==> src/rtl/stim_driver.sv <==
// Corner sweep then LFSR operand generator for the arithmetic test loop; operands appear on the edge that registers the state.
// Waits for i_mon_ready before driving; a drop of i_mon_ready while running aborts to IDLE; counts nonzero i_diff cycles.
module stim_driver #(
  parameter int          WIDTH     = 32,
  parameter int          NUM_VEC   = 1024,
  parameter int          DRAIN_CYC = 16,
  parameter logic [31:0] SEED      = 32'h0000_0001,
  parameter int          ERR_W     = 16
) (
  input  logic             clk,
  input  logic             reset,
  input  logic             i_start,
  input  logic             i_mon_ready,
  input  logic [WIDTH-1:0] i_diff,
  output logic [WIDTH-1:0] o_dut_ia,
  output logic [WIDTH-1:0] o_dut_ib,
  output logic             o_valid,
  output logic             o_busy,
  output logic             o_done,
  output logic [ERR_W-1:0] o_err_cnt
);

  localparam int VW = $clog2(NUM_VEC) + 1;
  localparam int DW = $clog2(DRAIN_CYC + 1);

  localparam logic [31:0] SEED_A = (SEED == 32'h0) ? 32'h1 : SEED;
  localparam logic [31:0] SEED_B = (~SEED == 32'h0) ? 32'h1 : ~SEED;

  localparam logic [WIDTH-1:0] ALL1 = '1;
  localparam logic [WIDTH-1:0] ONE  = WIDTH'(1);
  localparam logic [WIDTH-1:0] MSB  = WIDTH'(1) << (WIDTH - 1);
  localparam logic [WIDTH-1:0] MAXP = ~MSB;

  localparam logic [2:0] S_IDLE   = 3'd0;
  localparam logic [2:0] S_WAIT   = 3'd1;
  localparam logic [2:0] S_CORNER = 3'd2;
  localparam logic [2:0] S_RANDOM = 3'd3;
  localparam logic [2:0] S_DRAIN  = 3'd4;
  localparam logic [2:0] S_DONE   = 3'd5;

  logic [2:0]       state_q, state_d;
  logic [VW-1:0]    vec_cnt_q, vec_cnt_d;
  logic [DW-1:0]    drain_cnt_q, drain_cnt_d;
  logic [31:0]      lfsr_a_q, lfsr_a_d, lfsr_b_q, lfsr_b_d;
  logic [WIDTH-1:0] ia_q, ia_d, ib_q, ib_d;
  logic             valid_q, valid_d, busy_q, busy_d, done_q, done_d;
  logic [ERR_W-1:0] err_cnt_q, err_cnt_d;
  logic             active, emit_corner, emit_rnd;
  logic [2:0]       corner_idx;

  function automatic logic [31:0] lfsr_next(input logic [31:0] s);
    return {s[30:0], s[31] ^ s[21] ^ s[1] ^ s[0]};
  endfunction

  function automatic logic [WIDTH-1:0] corner_a(input logic [2:0] idx);
    case (idx)
      3'd0, 3'd1: return '0;
      3'd4:       return ONE;
      3'd5:       return MSB;
      3'd6:       return MAXP;
      default:    return ALL1;
    endcase
  endfunction

  function automatic logic [WIDTH-1:0] corner_b(input logic [2:0] idx);
    case (idx)
      3'd0, 3'd2: return '0;
      3'd1, 3'd3: return ALL1;
      3'd5:       return MSB;
      default:    return ONE;
    endcase
  endfunction

  always_comb begin
    state_d     = state_q;
    vec_cnt_d   = vec_cnt_q;
    drain_cnt_d = drain_cnt_q;
    lfsr_a_d    = lfsr_a_q;
    lfsr_b_d    = lfsr_b_q;
    err_cnt_d   = err_cnt_q;
    ia_d        = '0;
    ib_d        = '0;
    valid_d     = 1'b0;
    emit_corner = 1'b0;
    emit_rnd    = 1'b0;
    corner_idx  = vec_cnt_q[2:0];
    active      = (state_q == S_CORNER) || (state_q == S_RANDOM) || (state_q == S_DRAIN);

    if (active && (|i_diff) && (err_cnt_q != '1))
      err_cnt_d = err_cnt_q + ERR_W'(1);

    case (state_q)
      S_IDLE, S_DONE: begin
        // Every run restarts from the seeds so sequences repeat exactly.
        if (i_start) begin
          state_d   = S_WAIT;
          err_cnt_d = '0;
          vec_cnt_d = '0;
          lfsr_a_d  = SEED_A;
          lfsr_b_d  = SEED_B;
        end
      end
      S_WAIT: begin
        if (i_mon_ready) begin
          state_d     = S_CORNER;
          corner_idx  = 3'd0;
          emit_corner = 1'b1;
        end
      end
      S_CORNER: begin
        if (vec_cnt_q == VW'(8)) begin
          state_d  = S_RANDOM;
          emit_rnd = 1'b1;
        end else begin
          emit_corner = 1'b1;
        end
      end
      S_RANDOM: begin
        if (vec_cnt_q == VW'(NUM_VEC)) begin
          state_d     = S_DRAIN;
          drain_cnt_d = DW'(1);
        end else begin
          emit_rnd = 1'b1;
        end
      end
      S_DRAIN: begin
        if (drain_cnt_q == DW'(DRAIN_CYC)) state_d = S_DONE;
        else                               drain_cnt_d = drain_cnt_q + DW'(1);
      end
      default: state_d = S_IDLE;
    endcase

    if (emit_corner) begin
      ia_d      = corner_a(corner_idx);
      ib_d      = corner_b(corner_idx);
      valid_d   = 1'b1;
      vec_cnt_d = vec_cnt_q + VW'(1);
    end
    if (emit_rnd) begin
      ia_d      = lfsr_a_q[WIDTH-1:0];
      ib_d      = lfsr_b_q[WIDTH-1:0];
      valid_d   = 1'b1;
      vec_cnt_d = vec_cnt_q + VW'(1);
      lfsr_a_d  = lfsr_next(lfsr_a_q);
      lfsr_b_d  = lfsr_next(lfsr_b_q);
    end

    // Monitor dropping out overrides everything except the error tally.
    if (active && !i_mon_ready) begin
      state_d     = S_IDLE;
      ia_d        = '0;
      ib_d        = '0;
      valid_d     = 1'b0;
      vec_cnt_d   = vec_cnt_q;
      drain_cnt_d = drain_cnt_q;
      lfsr_a_d    = lfsr_a_q;
      lfsr_b_d    = lfsr_b_q;
    end

    busy_d = (state_d != S_IDLE) && (state_d != S_DONE);
    done_d = (state_d == S_DONE);
  end

  always_ff @(posedge clk) begin
    if (reset) begin
      state_q     <= S_IDLE;
      vec_cnt_q   <= '0;
      drain_cnt_q <= '0;
      lfsr_a_q    <= SEED_A;
      lfsr_b_q    <= SEED_B;
      ia_q        <= '0;
      ib_q        <= '0;
      valid_q     <= 1'b0;
      busy_q      <= 1'b0;
      done_q      <= 1'b0;
      err_cnt_q   <= '0;
    end else begin
      state_q     <= state_d;
      vec_cnt_q   <= vec_cnt_d;
      drain_cnt_q <= drain_cnt_d;
      lfsr_a_q    <= lfsr_a_d;
      lfsr_b_q    <= lfsr_b_d;
      ia_q        <= ia_d;
      ib_q        <= ib_d;
      valid_q     <= valid_d;
      busy_q      <= busy_d;
      done_q      <= done_d;
      err_cnt_q   <= err_cnt_d;
    end
  end

  assign o_dut_ia  = ia_q;
  assign o_dut_ib  = ib_q;
  assign o_valid   = valid_q;
  assign o_busy    = busy_q;
  assign o_done    = done_q;
  assign o_err_cnt = err_cnt_q;

endmodule

==> config.mk <==
export PLATFORM = sky130hd
export DESIGN_NAME = stim_driver
export DESIGN_NICKNAME = d
export VERILOG_FILES = /design/src/rtl/stim_driver.sv
export SDC_FILE = /design/constraint.sdc
export NUM_CORES = 1
export LEC_CHECK = 0
export BUFFER_PORTS_ARGS = -buffer_cell sky130_fd_sc_hd__buf_2
export CAP_MARGIN = 15
export CELL_PAD_IN_SITES_DETAIL_PLACEMENT = 0
export CELL_PAD_IN_SITES_GLOBAL_PLACEMENT = 1
export CORE_MARGIN = 4
export CORE_UTILIZATION = 40
export DETAILED_ROUTE_END_ITERATION = 8
export PLACE_DENSITY_LB_ADDON = 0.1
export SYNTH_ARGS = -nofsm -noshare
export SYNTH_HDL_FRONTEND = slang
export SYNTH_SLANG_ARGS = --single-unit
export TNS_END_PERCENT = 20
==> constraint.sdc <==
create_clock -name clk -period 3.3 [get_ports clk]
set_input_delay 0.165 -clock clk [delete_from_list [all_inputs] [get_ports clk]]
set_output_delay 0.165 -clock clk [all_outputs]
set_load 0.01 [all_outputs]
==> results.cfg, run 1 <==
[run_status]
outcome = completed

[cells_and_area]
antenna_cells = 0
layout_commonest_cell = dfxtp_1
layout.nets = 875
final_util_pct = 49.2
syn_to_final_growth_pct = 18.8
drive_above_1_share_pct = 25.9
layout.cells.non_filler = 1063
fill_cells = 1572
mostFrequentLayoutCells = dfxtp_1 (166), buf_2 (118), nand2_1 (111)

[run]
drv_cap = 0

[synthesis]
syn_avg_cell_area_um2 = 9.01
async_flop_share_pct = 0
ys.flop_type = dfxtp_1
synthTopCellsByArea = dfxtp_1 (50%), nand2_1 (6.3%), nand3_1 (6.1%), a21oi_1 (5.3%), a21o_1 (3.6%)
seq_area_frac_synth_pct = 50.0
yosys.area.top_type = dfxtp_1
syn_inst = 738
yosys_warnings = 0
ys_types = 58
netlist_area_um2 = 6650
synth-edff-count = 0
syn_nets = 779
synth_top_area_share_pct = 50.0
ys_ff_latch = 166

[timing]
fmax_ghz = 0.368
period_minus_slack_ns = 2.72
fin_ws_ns = 0.581
tightest_slew_ns = 0.932
slew_viol_final = 0
timing.setup.tns_ns = 0
finalHoldViolations = 0
relSlewSlack_pct = 37.6
rsz0062_at_grt = false
setup_viol = 0
period_share_pct = 82.4
fin_worst_skew_ns = 0.00809

[cts]
cts_tree = done
clkSlewWorstSetupHoldPaths_ns = 0.06
clockRootBuffer = clkbuf_16
cts_buffers = 17
cts.htree.levels = 4
clockBufferDepth = 2
cts_setup_buffers = 0
clock_latency_ns = 0.42
postCtsResizedCells = 0
hold_buffers = 0
cts.sinks = 166

[placed_design]
globalplace.congestion = 0.865
placedCellCount = 1030
portBuffers = 118
dp_slack_ns = 0.696
dp_hpwl_um = 10100

[power_and_ir_drop]
power.density_nw_per_um2 = 530
peakVddDrop_mv = 0.373
p_leak_nw = 3.38
p_total_mw = 4.19

[global_routing]
grt_start_max_net_pins = 37
grt_pass1_wl_um = 25700
antenna_found_initial = 0
track_usage_pct = 17.0
grt-ovfl-total = 0
grt_pass1_vias = 5376

[die]
rows = 46
fp.coreArea_um2 = 16100
start_util_pct = 41.4
dieHeight_um = 137
die_w_um = 137
die_area_um2 = 18700
ios = 119

[drt]
drt_iter0_drc = 298
drc = 0
dr.pass1.iters = 4
vias_per_cell = 5.20
wl_per_cell_um = 14.7
wl_um = 15600
antenna_left = 0
vias = 5528

[worst_setup_path]
required_ns = 3.63
start_kind = flip-flop
crit_path_end_kind = flip-flop
r2r_slack_ns = 0.58
r2r_start = vec_cnt_q[0]$_SDFFE_PP0P_
worstPathArrival_ns = 3.05
critical_path_class = flip-flop to flip-flop
worstReg2RegEnd = lfsr_b_q[0]$_SDFFE_PP0P_
r2r_cells = 8
crit_path_start = vec_cnt_q[0]$_SDFFE_PP0P_
path_max_fanout = 33

[worst_hold_path]
hold_class = input pin to flip-flop
hold_depth = 2
min_from = reset
hold_end = state_q[1]$_SDFF_PP0_
[flip-flops by register name (all words and copies together), names as in the netlist]
register,count
lfsr_a_q,32
lfsr_b_q,32
o_dut_ia,32
o_dut_ib,32
o_err_cnt,16
vec_cnt_q,11
drain_cnt_q,5
state_q,3
o_busy,1
o_done,1
o_valid,1
[worst max-delay path: stages (launching register included)]
cell	delay, ns
dfxtp_1	0.39
inv_1	0.13
ha_1	0.17
nor4b_1	0.50
nand4_1	0.26
and2_2	0.38
buf_4	0.29
or3_1	0.37
a21oi_1	0.15
[synth_stat cells (3+ instances only)]
master,n
a21o_1,32
a21oi_1,70
a21oi_2,21
and3_1,6
buf_1,4
buf_12,3
buf_2,11
buf_4,7
clkbuf_1,28
dfxtp_1,166
ha_1,5
inv_1,13
mux2i_1,3
nand2_1,112
nand2b_1,4
nand3_1,81
nand3_2,21
nand4_1,13
nor2_1,21
nor3_1,9
nor3b_1,3
nor4_1,11
o21ai_0,16
o31ai_1,5
or3_1,12
or4_1,9
xnor2_1,8
xor2_1,8
[how the worst max path moves through the flow]
stage	depth (start not counted)	slack, ns	to
floorplan	9	1.02	vec_cnt_q[7]$_SDFFE_PP0P_
global placement	8	0.66	lfsr_b_q[0]$_SDFFE_PP0P_
detailed placement	8	0.70	lfsr_b_q[0]$_SDFFE_PP0P_
CTS	8	0.64	lfsr_b_q[0]$_SDFFE_PP0P_
global route	8	0.37	lfsr_b_q[0]$_SDFFE_PP0P_
finish	8	0.58	lfsr_b_q[0]$_SDFFE_PP0P_
[stage by stage]
step | area (um^2) | hold slack, ns
3_5_place_dp | 7320 | 0.466
2_1_floorplan | 6650 | 0.387
6_report | 7900 | 0.133
5_1_grt | 7900 | 0.119
4_1_cts | 7890 | 0.107
3_3_place_gp | 7320 | 0.463
[kinds of logic after synthesis]
logic type | share of synthesized area [%]
AO/OA/AOI/OAI | 15.7
XOR/XNOR | 2.11
adder cells (fa/ha/maj) | 0.941
buffers and inverters | 5.67
multiplexers | 0.452
flip-flops | 50.0
AND/OR/NAND/NOR | 25.2
[layout make-up]
| cell class | instances | area, um^2 | share of cell area (%) |
|---|---|---|---|
| well taps | 216 | 270 | 3.42 |
| flip-flops and latches | 166 | 3320 | 42.1 |
| multi-input cells | 502 | 2980 | 37.7 |
| repair buffers | 134 | 708 | 8.97 |
| inverters | 13 | 48.8 | 0.618 |
| clock inverters | 11 | 97.6 | 1.24 |
| clock buffers | 21 | 470 | 5.96 |
[report_power, final]
| part | switching [mW] | total [mW] | internal [mW] |
|---|---|---|---|
| clock network | 0.789 | 1.89 | 1.10 |
| logic | 0.155 | 0.234 | 0.0793 |
| registers | 0.0276 | 2.07 | 2.04 |
[metal layers]
metal / vias to the layer above / wire, um / track usage, %
met5: - / 0 / 0
met4: 0 / 117 / 5.16
met3: 8 / 633 / 4.63
met2: 104 / 7770 / 29.4
met1: 2635 / 7130 / 20.7
li1: 2781 / - / -
Power figures use the tool's default switching activity.
==> run 2: changes to the inputs <==
==> constraint.sdc (replaced) <==
create_clock -name clk -period 2.7 [get_ports clk]
set_input_delay 0.135 -clock clk [delete_from_list [all_inputs] [get_ports clk]]
set_output_delay 0.135 -clock clk [all_outputs]
set_load 0.01 [all_outputs]
==> results.cfg, run 2 (synthesis results as in run 1) <==
[run_status]
outcome = completed

[timing]
timing.setup.tns_ns = 0
fmax_ghz = 0.403
rsz0062_at_grt = false
period_share_pct = 91.8
period_minus_slack_ns = 2.48
fin_worst_skew_ns = 0.0107
relSlewSlack_pct = 43.0
tightest_slew_ns = 0.854
setup_viol = 0
finalHoldViolations = 0
slew_viol_final = 0
fin_worst_hold_slack_ns = 0.179

[drt]
wl_um = 15500
wl_per_cell_um = 14.5
vias_per_cell = 5.13
drc = 0
antenna_left = 0
dr.pass1.iters = 4
vias = 5487
drt_iter0_drc = 293

[global_routing]
grt_pass1_wl_um = 25800
track_usage_pct = 17.1
grt_start_max_net_pins = 37
grt_pass1_vias = 5340
antenna_found_initial = 0
grt-ovfl-total = 0

[cells_and_area]
syn_to_final_growth_pct = 20.4
layout.cells.non_filler = 1070
multi_input_comb_area_um2 = 2980
mostFrequentLayoutCells = dfxtp_1 (166), buf_2 (118), nand2_1 (111)
layout.nets = 882
antenna_cells = 0
layout_commonest_cell = dfxtp_1
regArea_um2 = 3320
drive_above_1_share_pct = 26.6
fill_cells = 1550
final_area_um2 = 8010

[die]
die_area_um2 = 18700
die_w_um = 137
fp.coreArea_um2 = 16100
start_util_pct = 41.4
dieHeight_um = 137
rows = 46
ios = 119

[worst_setup_path]
required_ns = 3.01
crit_path_end_kind = flip-flop
critical_path_class = flip-flop to flip-flop
r2r_slack_ns = 0.22
start_kind = flip-flop
worstPathArrival_ns = 2.79
path_max_fanout = 9

[placed_design]
portBuffers = 118
place_area_um2 = 7410
placedCellCount = 1038
dp_hpwl_um = 10200
globalplace.congestion = 0.803

[cts]
postCtsResizedCells = 0
clock_latency_ns = 0.42
cts.htree.levels = 4
hold_buffers = 0
cts_buffers = 17
clockBufferDepth = 2
cts_setup_buffers = 0
cts_tree = done
cts.sinks = 166
clkSlewWorstSetupHoldPaths_ns = 0.06
clockRootBuffer = clkbuf_16

[power_and_ir_drop]
p_total_mw = 5.21
power.density_nw_per_um2 = 650
p_leak_nw = 3.43
peakVddDrop_mv = 0.453

[run]
drv_cap = 0

[worst_hold_path]
hold_class = input pin to flip-flop
==> run 2: changes by cell type in the layout (fill, tap and decap cells not counted) <==
cell        before  now
and2_2           1    0
and2_4           0    1
buf_12           0    2
buf_4           15   21
bufinv_16        1    2
clkbuf_2         1    0
clkbuf_8         3    1
clkinv_2         5    2
clkinvlp_4       1    4
inv_6            2    1
inv_8            0    2
nor4b_1          2    1
nor4b_2          0    1
==> run 2: cell type report <==
type / count / share of cell area, %
sequential: 166 / 41.5
multi-input combinational: 502 / 37.3
clock inverter: 13 / 1.86
inverter: 13 / 0.609
tap: 216 / 3.38
clock buffer: 19 / 5.53
timing repair buffer: 141 / 9.85
==> run 2: critical path, stage by stage (launching register included) <==
cell	delay [ns]
dfxtp_1	0.39
inv_1	0.14
ha_1	0.17
or4b_4	0.49
or4_1	0.75
nand2_8	0.19
a211oi_1	0.05
a31o_1	0.20
==> run 2: metrics by stage <==
stage,worst slack (ns),utilization [%]
floorplan,0.417,-
CTS,0.147,49.8
global route,0.112,49.9
finish,0.221,49.9
detailed placement,0.196,46.1
global placement,0.248,46.1
==> run 2: final timing paths <==
kind | from | end | depth (start not counted)
setup / recovery | vec_cnt_q[0]$_SDFFE_PP0P_ | vec_cnt_q[8]$_SDFFE_PP0P_ | 7
hold / removal | reset | lfsr_a_q[26]$_SDFFE_PP0P_ | 2
setup reg to reg | vec_cnt_q[0]$_SDFFE_PP0P_ | vec_cnt_q[8]$_SDFFE_PP0P_ | 7
hold reg to reg | lfsr_b_q[24]$_SDFFE_PP1P_ | o_dut_ib[24]$_SDFF_PP0_ | 2
==> run 2: layer usage <==
| metal | track usage (%) | vias up | part of all wire, % |
|---|---|---|---|
| li1 | - | 2784 | - |
| met3 | 3.82 | 20 | 4.6 |
| met1 | 21.4 | 2575 | 45 |
| met2 | 28.8 | 108 | 49 |
| met4 | 6.49 | 0 | 1.6 |
| met5 | 0 | - | 0 |
==> run 2: power breakdown <==
part | internal, mW | switching (mW)
Combinational | 0.103 | 0.193
Sequential | 2.49 | 0.0305
Clock | 1.40 | 0.991
